File: config.mk
export PLATFORM = sky130hd
export DESIGN_NAME = ring_xfer_ctrl
export DESIGN_NICKNAME = d
export VERILOG_FILES = /design/src/rtl/ring_xfer_ctrl.sv
export SDC_FILE = /design/constraint.sdc
export NUM_CORES = 1
export LEC_CHECK = 0
export ABC_AREA = 1
export BUFFER_PORTS_ARGS = -buffer_cell sky130_fd_sc_hd__buf_2
export CORE_MARGIN = 10
export CORE_UTILIZATION = 58
export DETAILED_ROUTE_END_ITERATION = 6
export PLACE_DENSITY = 0.8
export SETUP_SLACK_MARGIN = 0.4
export SLEW_MARGIN = 10
export SYNTH_ARGS = -nofsm -noshare
export SYNTH_HDL_FRONTEND = slang
export SYNTH_SLANG_ARGS = --single-unit
File: constraint.sdc
create_clock -name clk_i -period 2.8 [get_ports clk_i]
set_input_delay 0.14 -clock clk_i [delete_from_list [all_inputs] [get_ports clk_i]]
set_output_delay 0.14 -clock clk_i [all_outputs]
set_load 0.01 [all_outputs]
File: src/rtl/ring_xfer_ctrl.sv
// Ring transfer sequencer: programs the router direction/bypass once per
// descriptor and meters SLDU<->router valid/ready beats until completion.
//
// Ports:
//   clk_i, rst_ni             clock, synchronous active-low reset
//   req_*                     descriptor handshake (dir, bypass, tx/rx beats)
//   flush_i                   abort any transfer, back to IDLE
//   busy_o, done_o            status; done_o is a one-cycle pulse
//   dir_o, bypass_o           router configuration, held between configs
//   conf_valid_o              router configuration strobe
//   sldu_tx_*, rtr_tx_*       gated SLDU -> router handshake
//   rtr_rx_*, sldu_rx_*       gated router -> SLDU handshake
module ring_xfer_ctrl #(
  parameter int unsigned CntWidth = 16
) (
  input  logic                clk_i,
  input  logic                rst_ni,
  input  logic                req_valid_i,
  output logic                req_ready_o,
  input  logic                req_dir_i,
  input  logic                req_bypass_i,
  input  logic [CntWidth-1:0] req_tx_beats_i,
  input  logic [CntWidth-1:0] req_rx_beats_i,
  input  logic                flush_i,
  output logic                busy_o,
  output logic                done_o,
  output logic                dir_o,
  output logic                bypass_o,
  output logic                conf_valid_o,
  input  logic                sldu_tx_valid_i,
  output logic                sldu_tx_ready_o,
  output logic                rtr_tx_valid_o,
  input  logic                rtr_tx_ready_i,
  input  logic                rtr_rx_valid_i,
  output logic                rtr_rx_ready_o,
  output logic                sldu_rx_valid_o,
  input  logic                sldu_rx_ready_i
);

  typedef enum logic [1:0] {
    IDLE,
    CONFIG,
    XFER
  } state_e;

  state_e state_q;

  logic [CntWidth-1:0] tx_beats_q;
  logic [CntWidth-1:0] rx_beats_q;
  logic [CntWidth-1:0] tx_cnt_q;
  logic [CntWidth-1:0] rx_cnt_q;
  logic [CntWidth-1:0] tx_cnt_n;
  logic [CntWidth-1:0] rx_cnt_n;

  logic kill;
  logic accept;
  logic in_cfg;
  logic in_xfer;
  logic tx_open;
  logic rx_open;
  logic tx_fire;
  logic rx_fire;
  logic no_beats;
  logic cfg_done;
  logic xfer_done;

  // Reset held low closes every path exactly like a flush.
  assign kill = flush_i | ~rst_ni;

  assign req_ready_o = (state_q == IDLE) & ~kill;
  assign accept      = req_valid_i & req_ready_o;

  assign in_cfg  = (state_q == CONFIG) & ~kill;
  assign in_xfer = (state_q == XFER) & ~kill;

  // Counters stop at their targets, so inequality means "beats left".
  assign tx_open = in_xfer & (tx_cnt_q != tx_beats_q);
  assign rx_open = in_xfer & (rx_cnt_q != rx_beats_q);

  assign rtr_tx_valid_o  = tx_open & sldu_tx_valid_i;
  assign sldu_tx_ready_o = tx_open & rtr_tx_ready_i;
  assign sldu_rx_valid_o = rx_open & rtr_rx_valid_i;
  assign rtr_rx_ready_o  = rx_open & sldu_rx_ready_i;

  assign tx_fire = tx_open & sldu_tx_valid_i & rtr_tx_ready_i;
  assign rx_fire = rx_open & rtr_rx_valid_i & sldu_rx_ready_i;

  assign tx_cnt_n = tx_cnt_q + CntWidth'(tx_fire);
  assign rx_cnt_n = rx_cnt_q + CntWidth'(rx_fire);

  assign no_beats = (tx_beats_q == '0) & (rx_beats_q == '0);

  // bypass_o already carries the latched bypass during CONFIG.
  assign cfg_done = in_cfg & (bypass_o | no_beats);

  // Completion looks at post-handshake counts so done_o rides the
  // final beat rather than trailing it by a cycle.
  assign xfer_done = in_xfer
                   & (tx_cnt_n == tx_beats_q)
                   & (rx_cnt_n == rx_beats_q);

  assign conf_valid_o = in_cfg;
  assign done_o       = cfg_done | xfer_done;
  assign busy_o       = (state_q != IDLE);

  always_ff @(posedge clk_i) begin
    if (!rst_ni) begin
      state_q    <= IDLE;
      tx_beats_q <= '0;
      rx_beats_q <= '0;
      tx_cnt_q   <= '0;
      rx_cnt_q   <= '0;
      dir_o      <= 1'b0;
      bypass_o   <= 1'b0;
    end else if (flush_i) begin
      state_q  <= IDLE;
      tx_cnt_q <= '0;
      rx_cnt_q <= '0;
    end else begin
      unique case (state_q)
        IDLE: begin
          if (accept) begin
            dir_o      <= req_dir_i;
            bypass_o   <= req_bypass_i;
            tx_beats_q <= req_tx_beats_i;
            rx_beats_q <= req_rx_beats_i;
            tx_cnt_q   <= '0;
            rx_cnt_q   <= '0;
            state_q    <= CONFIG;
          end
        end
        CONFIG: begin
          state_q <= cfg_done ? IDLE : XFER;
        end
        XFER: begin
          tx_cnt_q <= tx_cnt_n;
          rx_cnt_q <= rx_cnt_n;
          if (xfer_done) begin
            state_q <= IDLE;
          end
        end
        default: begin
          state_q <= IDLE;
        end
      endcase
    end
  end

endmodule

After elaboration in Yosys (flattened, before gate mapping)
Index checks and enable logic that the tools add are counted.
{ "word_totals": {"ff_bits": 68, "in_bits": 42} }
{ "classes": {"addsub": 2, "eq_ne": 8, "reduce_logical": 9, "n_mux": 7, "n_bitwise": 22} }
{ "op_table": {"columns": ["cell", "n"], "rows": [
  ["one-hot mux 16 bit (2 select lines)", 2],
  ["adder 16 x 1 -> 16 bit", 2],
  ["equality test 16 bit", 2],
  ["zero test 16 bit", 2],
  ["!= test 16 bit", 2],
  ["bitwise AND 1 bit", 16],
  ["2-to-1 mux 16 bit", 1],
  ["2-to-1 mux 2 bit", 3],
  ["one-hot mux 2 bit (3 select lines)", 1],
  ["!= test 2 bit (second input constant)", 2],
  ["AND reduction 2 bit", 2],
  ["nonzero test 2 bit", 2],
  ["NOT 1 bit", 3],
  ["OR 1 bit", 3],
  ["AND reduction 3 bit", 1],
  ["equality test 2 x 1 -> 1 bit (second input constant)", 1],
  ["equality test 2 bit (second input constant)", 1],
  ["zero test 2 bit", 1],
  ["OR reduction 2 bit", 1]
]} }

Logic depth before layout (Yosys ltp)
Gate-level depths: netlist of run 1.
{ "depth": {"depth_word": 13, "depth_mapped": 25, "mapped_depth_nobuf": 24} }

Worst setup path after synthesis of run 1
No wires, ideal clock.
{ "synth_path": {"path_type": "flip-flop to output port", "startpoint": "reg rx_cnt_q[3]", "endpoint": "out done_o", "path_stages_with_launch": 19, "n_path_buf": 0, "t_arrival_ns": 2.307, "slack_ns": 0.353, "cell_sequence": "dfxtp_1 inv_1 nand2_1 nand2_1 nor4_1 nand2_1 o21ai_0 nor3_1 ha_1 inv_1 nor2_4 nand2_2 nor2_1 xor2_1 nor2_1 nand2_1 nor2_1 nand2_1 nand2_1"} }
{ "synth_between": {"elab_chain_cells": 8} }
{ "synth_lines": {"columns": ["element", "line_no", "source"], "rows": [
  ["from (decl)", "51", "logic [CntWidth-1:0] rx_cnt_q;"],
  ["from (signal assigned)", "137", "rx_cnt_q <= rx_cnt_n;"],
  ["!= test 16 bit", "78", "assign rx_open = in_xfer & (rx_cnt_q != rx_beats_q);"],
  ["bitwise AND 1 bit", "78", null],
  ["bitwise AND 1 bit (2 in series)", "86", "assign rx_fire = rx_open & rtr_rx_valid_i & sldu_rx_ready_i;"],
  ["adder 16 x 1 -> 16 bit *", "89", "assign rx_cnt_n = rx_cnt_q + CntWidth'(rx_fire);"],
  ["equality test 16 bit *", "100", "& (rx_cnt_n == rx_beats_q);"],
  ["bitwise AND 1 bit *", "100", null],
  ["OR 1 bit *", "103", "assign done_o = cfg_done | xfer_done;"],
  ["to (decl)", "26", "output logic done_o,"]
]} }
Every way passes the cells marked *; elsewhere a longest branch is shown, timed or not.

Final worst setup path of run 1
{ "layout_path": {"startpoint": "reg tx_beats_q[5]", "endpoint": "out done_o"} }
{ "layout_between": {"elab_chain_cells": 9, "word_cells_on_any_way": 13, "classes_between": "add/sub: 1; eq/ne: 2; bitwise: 9; reduce/logical: 1"} }
{ "layout_lines": {"columns": ["element", "line_no", "source"], "rows": [
  ["from (decl)", "48", "logic [CntWidth-1:0] tx_beats_q;"],
  ["from (signal assigned)", "125", "tx_beats_q <= req_tx_beats_i;"],
  ["!= test 16 bit", "77", "assign tx_open = in_xfer & (tx_cnt_q != tx_beats_q);"],
  ["bitwise AND 1 bit", "77", null],
  ["bitwise AND 1 bit (2 in series)", "85", "assign tx_fire = tx_open & sldu_tx_valid_i & rtr_tx_ready_i;"],
  ["adder 16 x 1 -> 16 bit", "88", "assign tx_cnt_n = tx_cnt_q + CntWidth'(tx_fire);"],
  ["equality test 16 bit", "99", "& (tx_cnt_n == tx_beats_q)"],
  ["bitwise AND 1 bit", "99", null],
  ["bitwise AND 1 bit", "100", null],
  ["OR 1 bit *", "103", null]
]} }
Marked as above.

==> results of run 1 <==
worst register-to-register path: stages (launching register included):
cell and delay, ns:
dfxtp_2 0.35, inv_2 0.04, or2_4 0.23, nand2_4 0.08, nor4_4 0.05, nand4_1 0.10
nand2_2 0.09, nor3_4 0.16, ha_2 0.23, nand2_2 0.08, nor2_4 0.30, nand2_4 0.11
inv_1 0.09, nand3_1 0.08, nand2_1 0.08, nand2_1 0.07, nor2_1 0.13, nand2_1 0.09
nor2_2 0.12, nand2_2 0.08, buf_4 0.13, nand2_1 0.05, nand2_1 0.05
sequential cells by signal, summed over array words and instances, names as in the netlist:
| signal | count |
|---|---|
| rx_beats_q | 16 |
| rx_cnt_q | 16 |
| tx_beats_q | 16 |
| tx_cnt_q | 16 |
| state_q | 2 |
| bypass_o | 1 |
| dir_o | 1 |
layer usage:
metal	vias to the layer above	wire length (um)	track usage [%]
li1	2268	-	-
met2	303	6442	37.02
met5	-	0	0
met3	59	1415	6.320
met4	0	540	9.046
met1	2207	5740	29.69
cell usage after synthesis (all sizes together), types with 3 or more instances:
cell and n:
dfxtp 68, nand3 36, o311a 3, a21oi 48, nor4 14, o21bai 3
nor2 52, nand2 204, nand4 10, or2 3, inv 66, o211ai 3
a221oi 3, xnor2 6, ha 4, buf 8, o31ai 3, a311oi 4
a211oi 5, clkbuf 13, a22oi 4, o21ai 28, o22ai 3, nor3 7
xor2 24
what timing repair did:
item	CTS	global route
pin swaps	19	40
endpoints found under the setup margin	9	21
gates resized for setup	27	107
buffers inserted	16	9
hold buffers	1	0
hold endpoints to repair	1	0
per-stage QoR:
stage	setup TNS (ns)	hold WS (ns)
6_report	-1.060	-0.002480
5_1_grt	-1.800	-0.0006577
4_1_cts	-0.7962	0.001062
3_5_place_dp	-0.04206	0.3961
3_3_place_gp	-0.04838	0.3896
2_1_floorplan	0	0.2784
cell type report:
type	instances	area [um2]
Clock buffer	10	127.6
Clock inverter	6	65.06
Sequential cell	68	1413
Inverter	67	251.5
Tap cell	96	120.1
Multi-Input combinational cell	474	2840
Timing Repair Buffer	113	772.0
Fill cell	456	1280
worst max path at each step:
stage	start	end	cells past startpoint
floorplan	state_q[0]	done_o	16
global placement	rx_beats_q[5]	done_o	19
detailed placement	rx_cnt_q[12]	done_o	17
CTS	tx_beats_q[12]	done_o	21
global route	tx_beats_q[5]	done_o	19
finish	tx_beats_q[5]	done_o	21
cell usage in the layout, fill, tap and decap left out, types with 3 or more instances in the layout:
master,count
xor2_2,15
nor3_1,4
a21oi_1,47
nor4_2,4
clkbuf_8,9
buf_4,48
xor2_1,8
inv_2,6
a22oi_1,3
o311a_1,3
nor2_1,33
nor4_1,9
nand3_2,6
nand2_2,15
inv_1,60
nand2_1,184
buf_6,13
nand2_4,5
xnor2_2,3
dfxtp_4,4
xnor2_1,3
nand3_1,29
nand4_1,10
a211oi_1,4
o22ai_1,3
nor2_4,11
buf_2,51
a221oi_1,3
o31ai_1,3
dfxtp_2,29
ha_2,3
a311oi_1,3
o211ai_1,3
o21ai_0,27
nor2_2,7
dfxtp_1,35
where the power goes:
group          switching (uW)  internal [uW]
logic                     161            106
registers                25.1            987
clock network             417            411
logic make-up after synthesis:
kind of cell | synth area share (%)
AND/OR/NAND/NOR | 35.40
AO/OA/AOI/OAI | 15.92
buffers and inverters | 8.275
flip-flops | 32.86
XOR/XNOR | 6.342
adder cells (fa/ha/maj) | 1.208
==> results.cfg, run 1 <==
[logic_synthesis]
ys_async_sr_fraction_pct = 0
synth_top_cell_by_area = dfxtp_1
netlist_top_cells_area = dfxtp_1 33%, nand2_1 18%, inv_1 6.0%, a21oi_1 5.8%, xor2_1 5.1%
yosysTopAreaCellShare_pct = 32.86
synth-edff-count = 0
synth_ff_type = dfxtp_1
yosysUniqueCellTypes = 42
syn_nets = 676
postSynthCellCount = 630
netlist_area_um2 = 4143
seq_area_frac_synth_pct = 32.86
synth_area_per_cell_um2 = 6.576
ys_warn_count = 0
synth-seq-cells = 68

[floorplanning]
design.die.area_um2 = 10920
coreArea_um2 = 6869
die_height_um = 104.5
rows = 30
initial_core_util_pct = 60.31
io_pins = 52
fp.dieW_um = 104.5

[clock_tree]
cts_tree = done
cts_inserted_buffers = 9
clock_sinks = 68
cts_root_buf = clkbuf_8
htree_levels = 3
cts_buffer_depth = 2
clkTransAtPathRegs_ns = 0.09
clkLatencyLatePin_ns = 0.37

[critical_path]
startpoint_type = flip-flop
path_cells = inv_2, or2_4, nand2_4, nor4_4, nand4_1, nand2_2, nor3_4, ha_2, nand2_2, nor2_4, nand2_4, inv_1, nand3_1, nand2_1, nand2_1, nor2_1, nand2_1, nor2_2, nand2_2, nand2_1, buf_2
worstSetupPathType = reg -> out
r2r_end = state_q[1]
path_max_fanout = 8
cpLargestDelayFamily = simple AND/OR/NAND/NOR gates
crit_path_max_incr_delay_ns = 0.35
reg2reg_depth = 22
cp_num_buf_inv = 3
crit_top_cell = nand2_1
r2r_start = tx_beats_q[5]
end_kind = primary output
required_ns = 2.66
reg2reg_slack_ns = -0.11
slowest_stage = dfxtp_2
cp_data_arrival_time_ns = 3.12

[routing]
ant_nets = 0
viasPerCell = 5.800
via_count = 4837
wl_um = 14140
drt_iter0_markers = 475
dr.pass1.iters = 5
routedWlPerCell_um = 16.95
drc = 0

[finish]
syn2layout_area_growth_pct = 34.91
num_antenna_cells = 0
finish.utilization_pct = 81.37
fin_nets = 779
stdcell_count = 834
design_area_um2 = 5589
drive_above_1_share_pct = 34.15

[timing]
slew_headroom_pct = 44.80
finalCritPeriodShare_pct = 116.3
final.setup.worst_slack_ns = -0.4555
slew_violations = 0
finalHoldViolCount = 1
setup_violations = 4
period_minus_slack_ns = 3.255
fin_skew_ns = 0.01246
rsz0062_at_grt = yes
worst_pin_slew_ns = 0.8271
fmax_ghz = 0.3072
timing.hold.ws_ns = -0.002480

[worst_hold_path]
hold_start = req_rx_beats_i[8]
hold_depth = 3
hold_path_class = in -> reg
whs_endpoint = rx_beats_q[8]

[grt]
grt_usage_pct = 23.44
overflow = 0
grt_start_max_net_pins = 47
antenna_found_initial = 0
grt_pass1_vias = 4408
grt_pass1_wl_um = 21050

[place]
place_worst_setup_slack_ns = -0.04206
place_hpwl_um = 9155
gp_congestion = 0.9364
placed_cells = 792
port_buffers = 51
postPlaceCellArea_um2 = 4707

[job]
max-cap-violations = 0

[power]
vdd_drop_max_v = 0.0004786
leakagePower_uw = 0.002502
p_per_area_nw_per_um2 = 377.2
power_uw = 2108

[run_status]
outcome = finished with violations
violations = negative hold slack, negative setup slack
(Power assumes the default switching activity.)
==> run 2: changes to the inputs <==
--- a/config.mk
+++ b/config.mk
@@ -5,8 +5,8 @@
 export SDC_FILE = /design/constraint.sdc
 export NUM_CORES = 1
 export LEC_CHECK = 0
-export ABC_AREA = 1
 export BUFFER_PORTS_ARGS = -buffer_cell sky130_fd_sc_hd__buf_2
+export CORE_ASPECT_RATIO = 0.6
 export CORE_MARGIN = 10
 export CORE_UTILIZATION = 58
 export DETAILED_ROUTE_END_ITERATION = 6
==> results.cfg, run 2 <==
[clock_tree]
cts_hold_buf = 0
cts_buffer_depth = 2
clock_sinks = 68
cts_inserted_buffers = 9
cts_root_buf = clkbuf_16
htree_levels = 3

[place]
place_worst_setup_slack_ns = -0.8236
gp_congestion = 1.028
port_buffers = 51
placed_cells = 755
place_hpwl_um = 11400

[logic_synthesis]
netlist_top_cells_area = dfxtp_1 33%, nand2_1 9.8%, a21boi_0 6.1%, xnor2_1 6.1%, xor2_1 3.8%
synth-seq-cells = 68
yosysUniqueCellTypes = 59
synth_area_per_cell_um2 = 7.750
ys_async_sr_fraction_pct = 0
seq_area_frac_synth_pct = 32.77
synth_ff_type = dfxtp_1
postSynthCellCount = 536
netlist_area_um2 = 4154
synth_top_cell_by_area = dfxtp_1
syn_nets = 582
post-synth-top-count-cell = nand2_1
synth-edff-count = 0
yosysTopAreaCellShare_pct = 32.77
synth_commonest_cells = 108 x nand2_1, 68 x dfxtp_1, 34 x a21boi_0
ys_warn_count = 0

[floorplanning]
die_height_um = 85.56
io_pins = 52
initial_core_util_pct = 60.91
rows = 23
fp.dieW_um = 129.3

[run_status]
haltStage = 5_1_grt
outcome = aborted with a tool error
error = [ERROR DPL-0038] Utilization greater than 100%, impossible to legalize

[timing]
postGrtWorstEndpoint = done_o
worst_endpoint_kind = output port

[grt]
grt_start_max_net_pins = 36
==> run 2: through the flow <==
stage,utilization [%],instance area [um2],hold slack (ns),setup TNS (ns)
CTS,92.11,6282,0.03731,-2.813
detailed placement,78.61,5361,0.3982,-1.655
global placement,78.61,5361,0.3849,-1.509
floorplan,-,4305,0.2773,-0.6601
==> run 2: cell families after synthesis <==
logic type      share of synthesized area, %
flops                                  32.77
fa+ha+maj                              1.205
simple gates                           32.02
buf+inv                                4.789
compound gates                         18.55
mux                                   0.7530
xor+xnor                               9.910
==> run 2: timing repair <==
action,in CTS
resized for setup,83
buffers inserted,39
setup endpoints to repair,21
pin swaps,31
==> run 3: changes to the inputs <==
--- a/config.mk
+++ b/config.mk
@@ -6,12 +6,10 @@
 export NUM_CORES = 1
 export LEC_CHECK = 0
 export BUFFER_PORTS_ARGS = -buffer_cell sky130_fd_sc_hd__buf_2
-export CORE_ASPECT_RATIO = 0.6
 export CORE_MARGIN = 10
-export CORE_UTILIZATION = 58
+export CORE_UTILIZATION = 40
 export DETAILED_ROUTE_END_ITERATION = 6
-export PLACE_DENSITY = 0.8
-export SETUP_SLACK_MARGIN = 0.4
+export PLACE_DENSITY_LB_ADDON = 0.15
 export SLEW_MARGIN = 10
 export SYNTH_ARGS = -nofsm -noshare
 export SYNTH_HDL_FRONTEND = slang
==> results.cfg, run 3 <==
[run_status]
outcome = finished with violations
violations = negative setup slack

[logic_synthesis]
synth_commonest_cells = 108 x nand2_1, 68 x dfxtp_1, 34 x a21boi_0
seq_area_frac_synth_pct = 32.77
ys_async_sr_fraction_pct = 0
synth-seq-cells = 68
ys_warn_count = 0
postSynthCellCount = 536
netlist_area_um2 = 4154
synth_area_per_cell_um2 = 7.750
syn_nets = 582
synth-edff-count = 0
yosysTopAreaCellShare_pct = 32.77
yosysUniqueCellTypes = 59
synth_ff_type = dfxtp_1
netlist_top_cells_area = dfxtp_1 33%, nand2_1 9.8%, a21boi_0 6.1%, xnor2_1 6.1%, xor2_1 3.8%
synth_top_cell_by_area = dfxtp_1
post-synth-top-count-cell = nand2_1

[worst_hold_path]
hold_start = req_rx_beats_i[9]
hold_path_class = in -> reg
hold_depth = 3

[finish]
finish.utilization_pct = 59.72
syn2layout_area_growth_pct = 47.08
stdcell_count = 837
num_antenna_cells = 0
fin_nets = 742
drive_above_1_share_pct = 42.37
final_common_cell = buf_4
mostFrequentLayoutCells = 132 x buf_4, 104 x nand2_1, 50 x buf_2

[routing]
via_count = 4519
wl_met2_um = 6480
routedWlPerCell_um = 17.19
drt_iter0_markers = 227
top_layer = met4
met1_length_um = 6753
drc = 0
viasPerCell = 5.399
ant_nets = 0
dr.pass1.iters = 5
wl_met3_um = 938
wl_um = 14390

[timing]
rsz0062_at_grt = yes
fmax_ghz = 0.2510
period_minus_slack_ns = 3.984
slew_violations = 0
finalHoldViolCount = 0
worst_pin_slew_ns = 0.5979
setup_violations = 3
totalNegativeSetupSlack_ns = -1.957
final.setup.worst_slack_ns = -1.184
fin_skew_ns = 0.01065
slew_headroom_pct = 59.77
finalCritPeriodShare_pct = 142.3

[power]
p_per_area_nw_per_um2 = 346.4
power_uw = 2116
leakagePower_uw = 0.002432
vdd_drop_max_v = 0.0002505

[grt]
grt_pass1_vias = 4349
grt_pass1_wl_um = 22360
grt_usage_pct = 18.96
grt_start_max_net_pins = 39
overflow = 0
antenna_found_initial = 0

[critical_path]
path_max_fanout = 3
worstSetupPathType = reg -> out
end_kind = primary output
crit_path_start = tx_beats_q[13]
r2r_start = tx_beats_q[13]
required_ns = 2.66
cp_data_arrival_time_ns = 3.84
reg2reg_depth = 14
startpoint_type = flip-flop

[clock_tree]
cts_tree = done
cts_inserted_buffers = 9
cts_buffer_depth = 2
clkLatencyLatePin_ns = 0.36
clkTransAtPathRegs_ns = 0.08
clock_sinks = 68
cts_root_buf = clkbuf_8
htree_levels = 3

[place]
gp_congestion = 0.9309
port_buffers = 51
place_hpwl_um = 10530
placed_cells = 806

[floorplanning]
io_pins = 52
die_height_um = 121.9
design.die.area_um2 = 14860
coreArea_um2 = 10230
fp.dieW_um = 121.9
rows = 37
initial_core_util_pct = 40.60

[job]
max-cap-violations = 0
## run 3: layout make-up
class | count | area, um2
Clock buffer | 9 | 123.9
Tap cell | 136 | 170.2
Clock inverter | 7 | 75.07
Timing Repair Buffer | 188 | 1308
Multi-Input combinational cell | 424 | 3015
Fill cell | 926 | 4121
Sequential cell | 68 | 1399
Inverter | 5 | 18.77
## run 3: metrics by stage
stage / worst slack, ns / area (um2) / hold slack (ns)
6_report: -1.184 / 6110 / 0.007936
5_1_grt: -1.324 / 6110 / 0.01942
4_1_cts: -1.174 / 5788 / 0.003203
3_5_place_dp: -1.049 / 5383 / 0.3999
3_3_place_gp: -1.048 / 5383 / 0.3927
2_1_floorplan: -0.3716 / 4235 / 0.2849
## run 3: power by group
part / internal [uW] / total (uW) / switching, uW
Clock: 415 / 843 / 427
Sequential: 981 / 999 / 17.7
Combinational: 135 / 275 / 140
## run 3: cells by family after synthesis
family / after synthesis / share of synthesized area, %
muxes: 3 / 0.7530
and+or+nand+nor: 259 / 32.02
buffers and inverters: 44 / 4.789
DFF: 68 / 32.77
xor gates and xnor gates: 47 / 9.910
adders and majority gates: 4 / 1.205
AOI/OAI and AO/OA: 111 / 18.55
## run 3: per-layer routing
metal  GRT usage (%)  up-vias
met4           5.589        0
met3           4.672       16
met5               0        -
met1           26.08     2145
met2           28.60      140
li1                -     2218
## run 3: critical path, stage by stage (launching register included)
cell and delay [ns]:
dfxtp_4 0.37, xnor2_4 0.14, nand2_2 0.10, nor3_2 0.06, a31oi_1 0.22, and3_1 0.23, ha_2 0.20, buf_6 0.11
nand4_4 0.08, and2_4 0.18, or4b_4 0.48, a32oi_2 0.24, or4b_4 0.50, a2111oi_4 0.33, a21o_1 0.15, buf_6 0.10
## run 3: path summary, 6_finish.rpt
path                            slack [ns]       endpoint
worst min-delay path                 0.008  rx_beats_q[9]
worst min register to register        0.49          dir_o
worst max-delay path                 -1.18         done_o
worst max register to register       -0.69     state_q[1]
## run 3: what timing repair did
| action | CTS | global route |
|---|---|---|
| hold endpoints to repair | 1 | 0 |
| pin swaps | 27 | 31 |
| gates cloned | 0 | 0 |
| hold buffers | 1 | 0 |
| buffers inserted | 6 | 9 |
| gates resized for setup | 36 | 50 |
| endpoints found under the setup margin | 2 | 17 |
==> run 4: changes to the inputs <==
--- a/config.mk
+++ b/config.mk
@@ -6,6 +6,7 @@
 export NUM_CORES = 1
 export LEC_CHECK = 0
 export BUFFER_PORTS_ARGS = -buffer_cell sky130_fd_sc_hd__buf_2
+export CORE_ASPECT_RATIO = 0.8
 export CORE_MARGIN = 10
 export CORE_UTILIZATION = 40
 export DETAILED_ROUTE_END_ITERATION = 6
@@ -14,3 +15,4 @@
 export SYNTH_ARGS = -nofsm -noshare
 export SYNTH_HDL_FRONTEND = slang
 export SYNTH_SLANG_ARGS = --single-unit
+export TNS_END_PERCENT = 1
==> results.cfg, run 4 (synthesized netlist as in run 3, its figures left out) <==
[run_status]
outcome = finished with violations
violations = negative setup slack

[power]
leakagePower_uw = 0.002536
vdd_drop_max_v = 0.0003466
power_uw = 2543
p_per_area_nw_per_um2 = 404.2

[critical_path]
r2r_end = state_q[1]
cp_data_arrival_time_ns = 3.83
reg2reg_depth = 16
worstSetupPathType = reg -> out
startpoint_type = flip-flop
reg2reg_slack_ns = -0.89
required_ns = 2.66
r2r_start = tx_beats_q[11]
end_kind = primary output
crit_path_max_incr_delay_ns = 0.50
path_cells = xnor2_2, nand4_1, nor3_2, a31oi_2, and3_4, ha_4, buf_6, nand4_4, nor2_4, or4b_4, a32oi_2, or4b_4, a2111oi_4, a21o_1, buf_6
path_max_fanout = 3
slowest_stage = or4b_4

[finish]
fin_nets = 758
final_common_cell = buf_4
mostFrequentLayoutCells = 133 x buf_4, 107 x nand2_1, 51 x dfxtp_1
syn2layout_area_growth_pct = 51.45
num_antenna_cells = 0
regArea_um2 = 1383
fillerInstances = 868
drive_above_1_share_pct = 41.00
finish.utilization_pct = 61.69
design_area_um2 = 6291
multi_input_area_um2 = 2892

[place]
postPlaceCellArea_um2 = 5383
port_buffers = 51
place_hpwl_um = 10890
place_worst_setup_slack_ns = -0.9580
gp_congestion = 0.9147

[routing]
via_count = 4603
drc = 0
drt_iter0_markers = 405
ant_nets = 0
viasPerCell = 5.371
routedWlPerCell_um = 17.55
wl_um = 15040
dr.pass1.iters = 5

[timing]
finalHoldViolCount = 0
rsz0062_at_grt = yes
worst_pin_slew_ns = 0.7322
final.setup.worst_slack_ns = -1.171
fmax_ghz = 0.2518
slew_headroom_pct = 51.09
totalNegativeSetupSlack_ns = -4.177
slew_violations = 0
finalCritPeriodShare_pct = 141.8
fin_skew_ns = 0.005810
period_minus_slack_ns = 3.971
setup_violations = 5

[floorplanning]
coreArea_um2 = 10200
io_pins = 52
fp.dieW_um = 133.9
initial_core_util_pct = 40.73
die_height_um = 111.2
rows = 33
design.die.area_um2 = 14890

[worst_hold_path]
hold_start = req_rx_beats_i[6]
whs_endpoint = rx_beats_q[6]
hold_depth = 3
hold_path_class = in -> reg

[grt]
grt_pass1_wl_um = 24050
overflow = 0
antenna_found_initial = 0
grt_usage_pct = 20.13
grt_pass1_vias = 4477
grt_start_max_net_pins = 61

[clock_tree]
clkTransAtPathRegs_ns = 0.06
cts_inserted_buffers = 9
clkLatencyLatePin_ns = 0.34
htree_levels = 3
cts_buffer_depth = 2
cts_tree = done
clock_sinks = 68
cts_root_buf = clkbuf_16
cts_hold_buf = 0

[job]
max-cap-violations = 0
run 4: how the worst max path moves through the flow:
stage	startpoint	endpoint	slack [ns]	cells after the start
floorplan	rx_cnt_q[11]	done_o	-0.38	15
global placement	rx_cnt_q[13]	done_o	-0.94	14
detailed placement	rx_cnt_q[13]	done_o	-0.96	14
CTS	tx_cnt_q[12]	done_o	-1.18	14
global route	tx_beats_q[3]	done_o	-1.30	14
finish	tx_beats_q[11]	done_o	-1.17	15
run 4: through the flow:
step / instances / hold slack [ns]
6_report: 857 / 0.04530
5_1_grt: 857 / 0.04095
4_1_cts: 849 / 0.03899
3_5_place_dp: 811 / 0.4051
3_3_place_gp: 811 / 0.3929
2_1_floorplan: 536 / 0.2849
run 4: area by class of cell:
| type | count | share of cell area [%] |
|---|---|---|
| clock inverter | 3 | 1.094 |
| multi-input combinational | 424 | 45.96 |
| timing repair buffer | 204 | 23.75 |
| tap | 140 | 2.784 |
| clock buffer | 13 | 4.137 |
| sequential | 68 | 21.98 |
| inverter | 5 | 0.2983 |
run 4: critical path: cells and delay by family (launching register included):
kind | cells | cell delay (ns)
buf+inv | 2 | 0.21
fa+ha+maj | 1 | 0.16
flops | 1 | 0.33
simple gates | 7 | 1.72
xor+xnor | 1 | 0.18
compound gates | 4 | 0.90
run 4: where the power goes:
part           leakage, uW  switching [uW]  internal [uW]  total, uW
Combinational      0.00182             141            137        278
Clock             0.000160             432            831       1260
Sequential        0.000558            16.7            986       1000
run 4: layer usage:
| layer | part of all wire (%) | GRT usage (%) | vias up |
|---|---|---|---|
| met1 | 48 | 29.39 | 2142 |
| met3 | 8.3 | 5.118 | 23 |
| li1 | - | - | 2244 |
| met4 | 1.7 | 6.517 | 0 |
| met5 | 0 | 0 | - |
| met2 | 42 | 27.70 | 194 |
run 4: repair_timing:
action,in CTS,in global routing
endpoints found under the setup margin,7,20
gates cloned,0,0
setup buffers,23,8
gates resized for setup,40,39
pin swaps,18,22
